**config.mk**
```make
export PLATFORM = sky130hd
export DESIGN_NAME = uart_tx
export DESIGN_NICKNAME = d
export VERILOG_FILES = /design/src/rtl/uart_tx.sv
export SDC_FILE = /design/constraint.sdc
export NUM_CORES = 1
export LEC_CHECK = 0
export CAP_MARGIN = 10
export CORE_ASPECT_RATIO = 1.1
export CORE_MARGIN = 4
export CORE_UTILIZATION = 25
export CTS_BUF_LIST = sky130_fd_sc_hd__clkbuf_8 sky130_fd_sc_hd__clkbuf_16
export CTS_CLUSTER_DIAMETER = 200
export CTS_CLUSTER_SIZE = 20
export DETAILED_ROUTE_END_ITERATION = 8
export GPL_TIMING_DRIVEN = 0
export REMOVE_ABC_BUFFERS = 1
export SYNTH_ARGS = -nofsm -noshare
export SYNTH_HDL_FRONTEND = slang
export SYNTH_SLANG_ARGS = --single-unit
```
**constraint.sdc**
```tcl
create_clock -name i_clk -period 2.1 [get_ports i_clk]
set_clock_uncertainty 0.1 [all_clocks]
set_input_delay 0.315 -clock i_clk [delete_from_list [all_inputs] [get_ports i_clk]]
set_output_delay 0.315 -clock i_clk [all_outputs]
set_load 0.05 [all_outputs]
```
**src/rtl/uart_tx.sv**
```systemverilog
// UART transmitter: bytes enter a small FIFO over a valid/ready handshake and leave
// LSB first on tx_pin as start, 8 data bits, optional parity and one stop bit.
module uart_tx #(
  parameter int BAUD_PRESCALER = 5,
  parameter int FIFO_DEPTH     = 4,
  parameter int PARITY         = 0
) (
  input  logic                          i_clk,
  input  logic                          _rst,
  input  logic [7:0]                    i_data,
  input  logic                          i_valid,
  output logic                          o_ready,
  output logic                          tx_pin,
  output logic                          o_busy,
  output logic [$clog2(FIFO_DEPTH):0]   o_level
);

  localparam int PTR_W = $clog2(FIFO_DEPTH);
  localparam int LVL_W = PTR_W + 1;
  localparam int CNT_W = $clog2(BAUD_PRESCALER + 1);
  localparam logic [CNT_W-1:0] BAUD_LAST = CNT_W'(BAUD_PRESCALER);
  localparam logic [LVL_W-1:0] LVL_FULL  = LVL_W'(FIFO_DEPTH);

  typedef enum logic [2:0] {
    S_IDLE,
    S_START,
    S_DATA,
    S_PAR,
    S_STOP
  } state_t;

  state_t             r_state;
  state_t             w_state_next;
  logic [CNT_W-1:0]   r_baud;
  logic [CNT_W-1:0]   w_baud_next;
  logic [2:0]         r_bit_idx;
  logic [2:0]         w_bit_idx_next;
  logic [7:0]         r_shift;
  logic [7:0]         w_shift_next;
  logic               r_par;
  logic               w_par_next;
  logic               r_tx;
  logic               w_tx_next;

  logic [7:0]         r_mem [FIFO_DEPTH];
  logic [PTR_W-1:0]   r_wr_ptr;
  logic [PTR_W-1:0]   r_rd_ptr;
  logic [LVL_W-1:0]   r_count;

  logic               w_push;
  logic               w_pop;
  logic               w_load;
  logic               w_baud_wrap;
  logic [7:0]         w_head;

  function automatic logic parity_of(input logic [7:0] d);
    return (PARITY == 2) ? ~^d : ^d;
  endfunction

  assign o_ready     = (r_count != LVL_FULL);
  assign o_busy      = (r_state != S_IDLE) || (r_count != '0);
  assign o_level     = r_count;
  assign tx_pin      = r_tx;
  assign w_push      = i_valid && o_ready;
  assign w_head      = r_mem[r_rd_ptr];
  assign w_baud_wrap = (r_baud == BAUD_LAST);

  always_ff @(posedge i_clk or negedge _rst) begin
    if (!_rst) begin
      r_state   <= S_IDLE;
      r_baud    <= '0;
      r_bit_idx <= '0;
      r_shift   <= '0;
      r_par     <= 1'b0;
      r_tx      <= 1'b1;
    end else begin
      r_state   <= w_state_next;
      r_baud    <= w_baud_next;
      r_bit_idx <= w_bit_idx_next;
      r_shift   <= w_shift_next;
      r_par     <= w_par_next;
      r_tx      <= w_tx_next;
    end
  end

  // tx is registered, so every transition loads the line value of the state being entered.
  always_comb begin
    w_state_next   = r_state;
    w_baud_next    = r_baud;
    w_bit_idx_next = r_bit_idx;
    w_shift_next   = r_shift;
    w_par_next     = r_par;
    w_tx_next      = r_tx;
    w_load         = 1'b0;

    if (r_state != S_IDLE) begin
      w_baud_next = w_baud_wrap ? '0 : r_baud + 1'b1;
    end

    case (r_state)
      S_IDLE: begin
        w_tx_next = 1'b1;
        w_load    = (r_count != '0);
      end
      S_START: begin
        if (w_baud_wrap) begin
          w_state_next   = S_DATA;
          w_bit_idx_next = 3'd0;
          w_tx_next      = r_shift[0];
          w_shift_next   = {1'b0, r_shift[7:1]};
        end
      end
      S_DATA: begin
        if (w_baud_wrap) begin
          if (r_bit_idx == 3'd7) begin
            if (PARITY != 0) begin
              w_state_next = S_PAR;
              w_tx_next    = r_par;
            end else begin
              w_state_next = S_STOP;
              w_tx_next    = 1'b1;
            end
          end else begin
            w_bit_idx_next = r_bit_idx + 3'd1;
            w_tx_next      = r_shift[0];
            w_shift_next   = {1'b0, r_shift[7:1]};
          end
        end
      end
      S_PAR: begin
        if (w_baud_wrap) begin
          w_state_next = S_STOP;
          w_tx_next    = 1'b1;
        end
      end
      S_STOP: begin
        if (w_baud_wrap) begin
          w_state_next = S_IDLE;
          w_tx_next    = 1'b1;
          w_load       = (r_count != '0);
        end
      end
      default: begin
        w_state_next = S_IDLE;
        w_tx_next    = 1'b1;
      end
    endcase

    // Starting a frame from IDLE or straight out of STOP leaves no idle gap.
    if (w_load) begin
      w_state_next = S_START;
      w_baud_next  = '0;
      w_shift_next = w_head;
      w_par_next   = parity_of(w_head);
      w_tx_next    = 1'b0;
    end
  end

  assign w_pop = w_load;

  always_ff @(posedge i_clk) begin
    if (w_push) begin
      r_mem[r_wr_ptr] <= i_data;
    end
  end

  always_ff @(posedge i_clk or negedge _rst) begin
    if (!_rst) begin
      r_wr_ptr <= '0;
      r_rd_ptr <= '0;
      r_count  <= '0;
    end else begin
      if (w_push) begin
        r_wr_ptr <= r_wr_ptr + 1'b1;
      end
      if (w_pop) begin
        r_rd_ptr <= r_rd_ptr + 1'b1;
      end
      case ({w_push, w_pop})
        2'b10:   r_count <= r_count + 1'b1;
        2'b01:   r_count <= r_count - 1'b1;
        default: r_count <= r_count;
      endcase
    end
  end

endmodule

```
[Yosys cells after proc, flatten, opt, wreduce, memory -nomap -nowiden]
Memory sizes are Yosys's and may differ from the RTL's.
Index checks and enable logic that the tools add are counted.
Operators by class
  equal/unequal tests: 20
  add/subtract/negate cells: 6
  reductions and logical operators: 14
  muxes and demuxes: 29
Operator list (number)
  $mux 3: 11
  $mux 8: 4
  $ne 3x3->1 const B: 7
  $pmux 8 s2: 1
  $pmux 3 s5: 1
  $pmux 3 s2: 2
  $add 3x1->3 const B: 3
  $eq 3x3->1 const B: 3
  $reduce_bool 3->1: 3
  $mux 1: 8
  $ne 2x2->1 const B: 4
  $reduce_and 4->1: 2
  $eq 3x2->1 const B: 2
  $reduce_and 6->1: 1
  $reduce_bool 2->1: 3
  $add 2x1->2 const B: 2
  $eq 3x1->1 const B: 1
  $logic_not 3->1: 1
  $ne 3x1->1 const B: 1
  $pmux 1 s3: 1
  $reduce_and 3->1: 1
  $sub 3x1->3 const B: 1
  $eq 2x1->1 const B: 1
  $eq 2x2->1 const B: 1
  other kinds (4): 4
Word-level totals
  bits in writable memories: 32
  flip-flop bits (word level): 25
  word-level logic and storage cells: 78
  input port bits: 11
  output and inout bits: 6
  memories kept: 1
Memories
  r_mem: words 4, bits a word 8, rd ports 1, clocked after memory_dff 0, wr ports 1, line 45  | logic [7:0] r_mem [FIFO_DEPTH];

[Depth between registers and ports, before layout]
  depth after elaboration: 5
  mapped depth: 10
  depth with buffers taken out: 10

[Worst setup path after synthesis]
Ideal clock, no wire load.
  path type: reg2reg
  from: reg r_count[2] (netlist: o_level[2])
  to: reg r_count[2] (netlist: o_level[2])
  required time: 1.918 ns
  arrival: 2.640 ns
  cell stages (with the launch flop): 10
  setup time: 0.082 ns
  path slack: -0.722 ns
  path buffers: 0
  clock period less this slack: 2.822 ns
  cell sequence: dfrtp_1 -> nand3_1 -> and2_1 -> inv_1 -> ha_1 -> inv_1 -> fa_1 -> xor2_1 -> nor2_1 -> xor2_1
On the way
  elaborated cells on any way between the ends: 11
  classes of those cells: add/sub: 2; eq/ne: 3; mux: 3; reduce/logical: 3
RTL lines
  start, declared: line 48  | logic [LVL_W-1:0] r_count;
  start signal, assigned: line 180  | 2'b10: r_count <= r_count + 1'b1;
  start signal, assigned: line 181  | 2'b01: r_count <= r_count - 1'b1;
  start signal, assigned: line 182  | default: r_count <= r_count;
  $ne 3x3->1 (*): line 60  | assign o_ready = (r_count != LVL_FULL);
  net o_ready: line 12  | output logic o_ready,
  $logic_and 1x1->1 (*): line 64  | assign w_push = i_valid && o_ready;
  $eq 2x1->1 / $eq 2x2->1 (equally long branches): line 179  | case ({w_push, w_pop})
  $pmux 3 s2 / $reduce_bool 2->1 (equally long branches)
The timed path passes the listed nets; every way through them passes the cells marked *.
A chain may end at the register's enable or synchronous reset.

[Worst setup path in the final report]
  from: reg r_state[1]
  to: reg r_count[2] (netlist: o_level[2])
On the way
  longest elaborated chain between the ends: 4
  elaborated cells on any way between the ends: 7
  classes of those cells: eq/ne: 3; mux: 2; reduce/logical: 2
RTL lines
  start, declared: line 32  | state_t r_state;
  start signal, assigned: line 77  | r_state <= w_state_next;
  $eq 3x3->1 / $logic_not 3->1 (equally long branches): line 100  | case (r_state)
  $pmux 1 s2 (*): line 100
  $eq 2x1->1 / $eq 2x2->1 (equally long branches): line 179
  $pmux 3 s2 / $reduce_bool 2->1 (equally long branches)
Mark *: on every way between the ends. The rest lies on a longest branch, timed or not.

==> impl_metrics.json <==
{
  "vdd_drop_max_uv": 363.6,
  "fin_nets": 214,
  "fmax_mhz": 462.6,
  "placed_cell_area_mm2": 0.002741,
  "ant_nets": 0,
  "rsz0062_at_grt": "yes",
  "die_w_um": 103.0,
  "fin_ws_ns": -0.06189,
  "cts-root-buf": "clkbuf_8",
  "internal_power_mw": 2.261,
  "first_pass_iters": 4,
  "syn-instance-count": 164,
  "tightest_slew_ns": 0.6650,
  "status": "finished with violations",
  "start_util_pct": 26.00,
  "yosysTopAreaCellShare_pct": 38.75,
  "end_kind": "register",
  "avgRoutedWirePerCell_um": 13.70,
  "ios": 17,
  "die_h_um": 112.5,
  "hpwl_um": 2715,
  "grt.overflow.total": 0,
  "critPathMaxFanout": 4,
  "p_leak_nw": 1.223,
  "ys_ff_latch": 57,
  "cp.required_ns": 2.26,
  "clockBufferDepth": 2,
  "power_frac_seq_pct": 46.2,
  "max_slew_margin_pct": 55.67,
  "multi_input_area_um2": 858.3,
  "ys_types": 42,
  "design_area_mm2": 0.003090,
  "cts.sinks": 57,
  "r2r-start": "r_state[1]",
  "pwr-share-clk_pct": 35.4,
  "yosysWarningCount": 0,
  "setup_viol": 1,
  "row_count": 37,
  "tns_ns": -0.06189,
  "cp-start-kind": "register",
  "numPortBuffers": 16,
  "finalHoldViolCount": 0,
  "drc_errors": 0,
  "cts_buffers": 9,
  "crit_path_start": "r_state[1]",
  "tritoncts": "built",
  "criticalPathCategory": "reg -> reg",
  "hp-class": "in -> async",
  "p_switching_mw": 0.8950,
  "arrival_ns": 2.32,
  "period_share_pct": 102.9,
  "worst_skew_pair.late_latency_ns": 0.33,
  "grt_max_degree": 26,
  "powerDensity_mw_per_mm2": 1021,
  "synth_seq_area_share_pct": 64.03,
  "final_max_slew_viol_count": 0,
  "h-tree-depth": 3,
  "async_reset_ff_share_pct": 43.86,
  "drive_above_1_share_pct": 27.00,
  "vias_per_cell": 4.420,
  "nFillCells": 965,
  "antenna_found_initial": 0,
  "failed_checks": "setup timing",
  "grt_use_total_pct": 8.047,
  "die_area_mm2": 0.01158,
  "grt_pass1_wl_um": 7107,
  "grt_pass1_vias": 1457,
  "post_synth.cell_area_avg_um2": 15.12,
  "area_growth_pct": 24.62,
  "ff_latch_area_mm2": 0.001590,
  "yosysMostFrequentCell": "edfxtp_1",
  "combPwrFrac_pct": 18.4,
  "fin_crit_ns": 2.162,
  "gp_congestion": 0.6615,
  "core_area_mm2": 0.009537,
  "vias": 1401,
  "diodes": 0,
  "yosys-top-cells-area": "edfxtp_1, dfrtp_1, mux4_2",
  "post-place-ws_ns": -0.5181,
  "hold_ws_ns": 0.1983,
  "drt_iter0_drc": 57,
  "synth_commonest_cells": "edfxtp_1, dfrtp_1, nor2_1",
  "drt_wl_total_um": 4342,
  "finish.utilization_pct": 32.41,
  "synth_ff_type": "edfxtp_1",
  "yosysTopAreaCell": "edfxtp_1",
  "sw_frac_of_total_pct": 28.36,
  "drv_cap": 0,
  "synth-edff-count": 32,
  "path_clk_slew_ns": 0.07,
  "postCtsHoldBufs": 0,
  "netlist_area_mm2": 0.002480
}
## per-stage QoR
| stage | power [mW] | instances |
|---|---|---|
| 4_1_cts | 3.183 | 311 |
| 2_1_floorplan | 1.842 | 159 |
| 3_3_place_gp | 2.035 | 292 |
| 6_report | 3.156 | 317 |
| 5_1_grt | 3.317 | 317 |
| 3_5_place_dp | 2.053 | 292 |
## final timing paths
kind,slack (ns),end,cells past startpoint
max,-0.06,o_level[2],9
min,0.20,r_state[2],1
max reg2reg,-0.06,o_level[2],9
min reg2reg,0.40,r_bit_idx[1],2
max in group asynchronous,1.24,r_state[1],2
min in group i_clk,0.40,r_bit_idx[1],2
## critical path: stages, from the launching register on
cell and delay [ns]:
dfrtp_2 0.43, or2_4 0.28, a211o_4 0.29, inv_4 0.07, ha_4 0.12, inv_1 0.05
fa_2 0.33, xor2_1 0.14, nor2_1 0.13, xor2_1 0.15
## repair_timing
item | 4_1_cts | 5_1_grt
endpoints found under the setup margin | 6 | 3
gates resized for setup | 12 | 8
pin swaps | 1 | 3
buffers inserted | 3 | 5
gates cloned | 0 | 0
## kinds of logic after synthesis
logic type | Yosys count | synth area share, %
compound gates | 23 | 6.509
flops | 57 | 64.03
simple gates | 38 | 8.124
fa+ha+maj | 8 | 4.339
buf+inv | 14 | 3.178
mux | 18 | 11.40
xor+xnor | 6 | 2.422
## layer usage
layer / global-route usage [%] / up-vias / wire length (µm)
met4: 3.109 / 0 / 56
met1: 9.209 / 697 / 1784
met5: 0 / - / 0
met3: 3.294 / 5 / 228
li1: - / 668 / -
met2: 13.26 / 31 / 2272
## registers in the layout, indices dropped and copies added, names as in the netlist
name	cells
r_baud	3
r_shift	8
r_state	3
r_rd_ptr	2
r_mem	32
r_bit_idx	3
o_level	3
tx_pin	1
r_wr_ptr	2
## power groups by stage
stage / combinational (mW) / clock, mW / sequential (mW)
2_1_floorplan: 0.286 / 0 / 1.56
3_3_place_gp: 0.568 / 0 / 1.47
3_5_place_dp: 0.578 / 0 / 1.47
4_1_cts: 0.581 / 1.14 / 1.46
5_1_grt: 0.644 / 1.19 / 1.48
6_report: 0.582 / 1.12 / 1.46
## cells in the final DEF, fill, tap and decap left out, types with 2 or more instances in the layout
master / instances
nand3_1: 3
mux4_2: 8
nand2_1: 7
dlygate4sd2_1: 2
bufinv_16: 2
inv_1: 7
xor2_1: 2
mux2_2: 2
a21oi_1: 8
o21ai_0: 5
edfxtp_1: 32
clkbuf_8: 9
clkinv_2: 2
nor2_1: 11
clkdlybuf4s50_1: 13
buf_4: 8
ha_1: 6
clkinv_4: 2
and3_1: 4
a22oi_1: 2
dfrtp_1: 22
dfrtp_2: 2
xnor2_1: 3
mux2i_1: 8
## final cells by class
| type | count | share of cell area, % |
|---|---|---|
| clock buffers | 9 | 4.008 |
| well taps | 117 | 4.737 |
| repair buffers | 25 | 7.773 |
| multi-input cells | 93 | 27.77 |
| clock inverters | 7 | 3.077 |
| flip-flops and latches | 57 | 51.46 |
| inverters | 9 | 1.174 |
(Power assumes the default switching activity.)
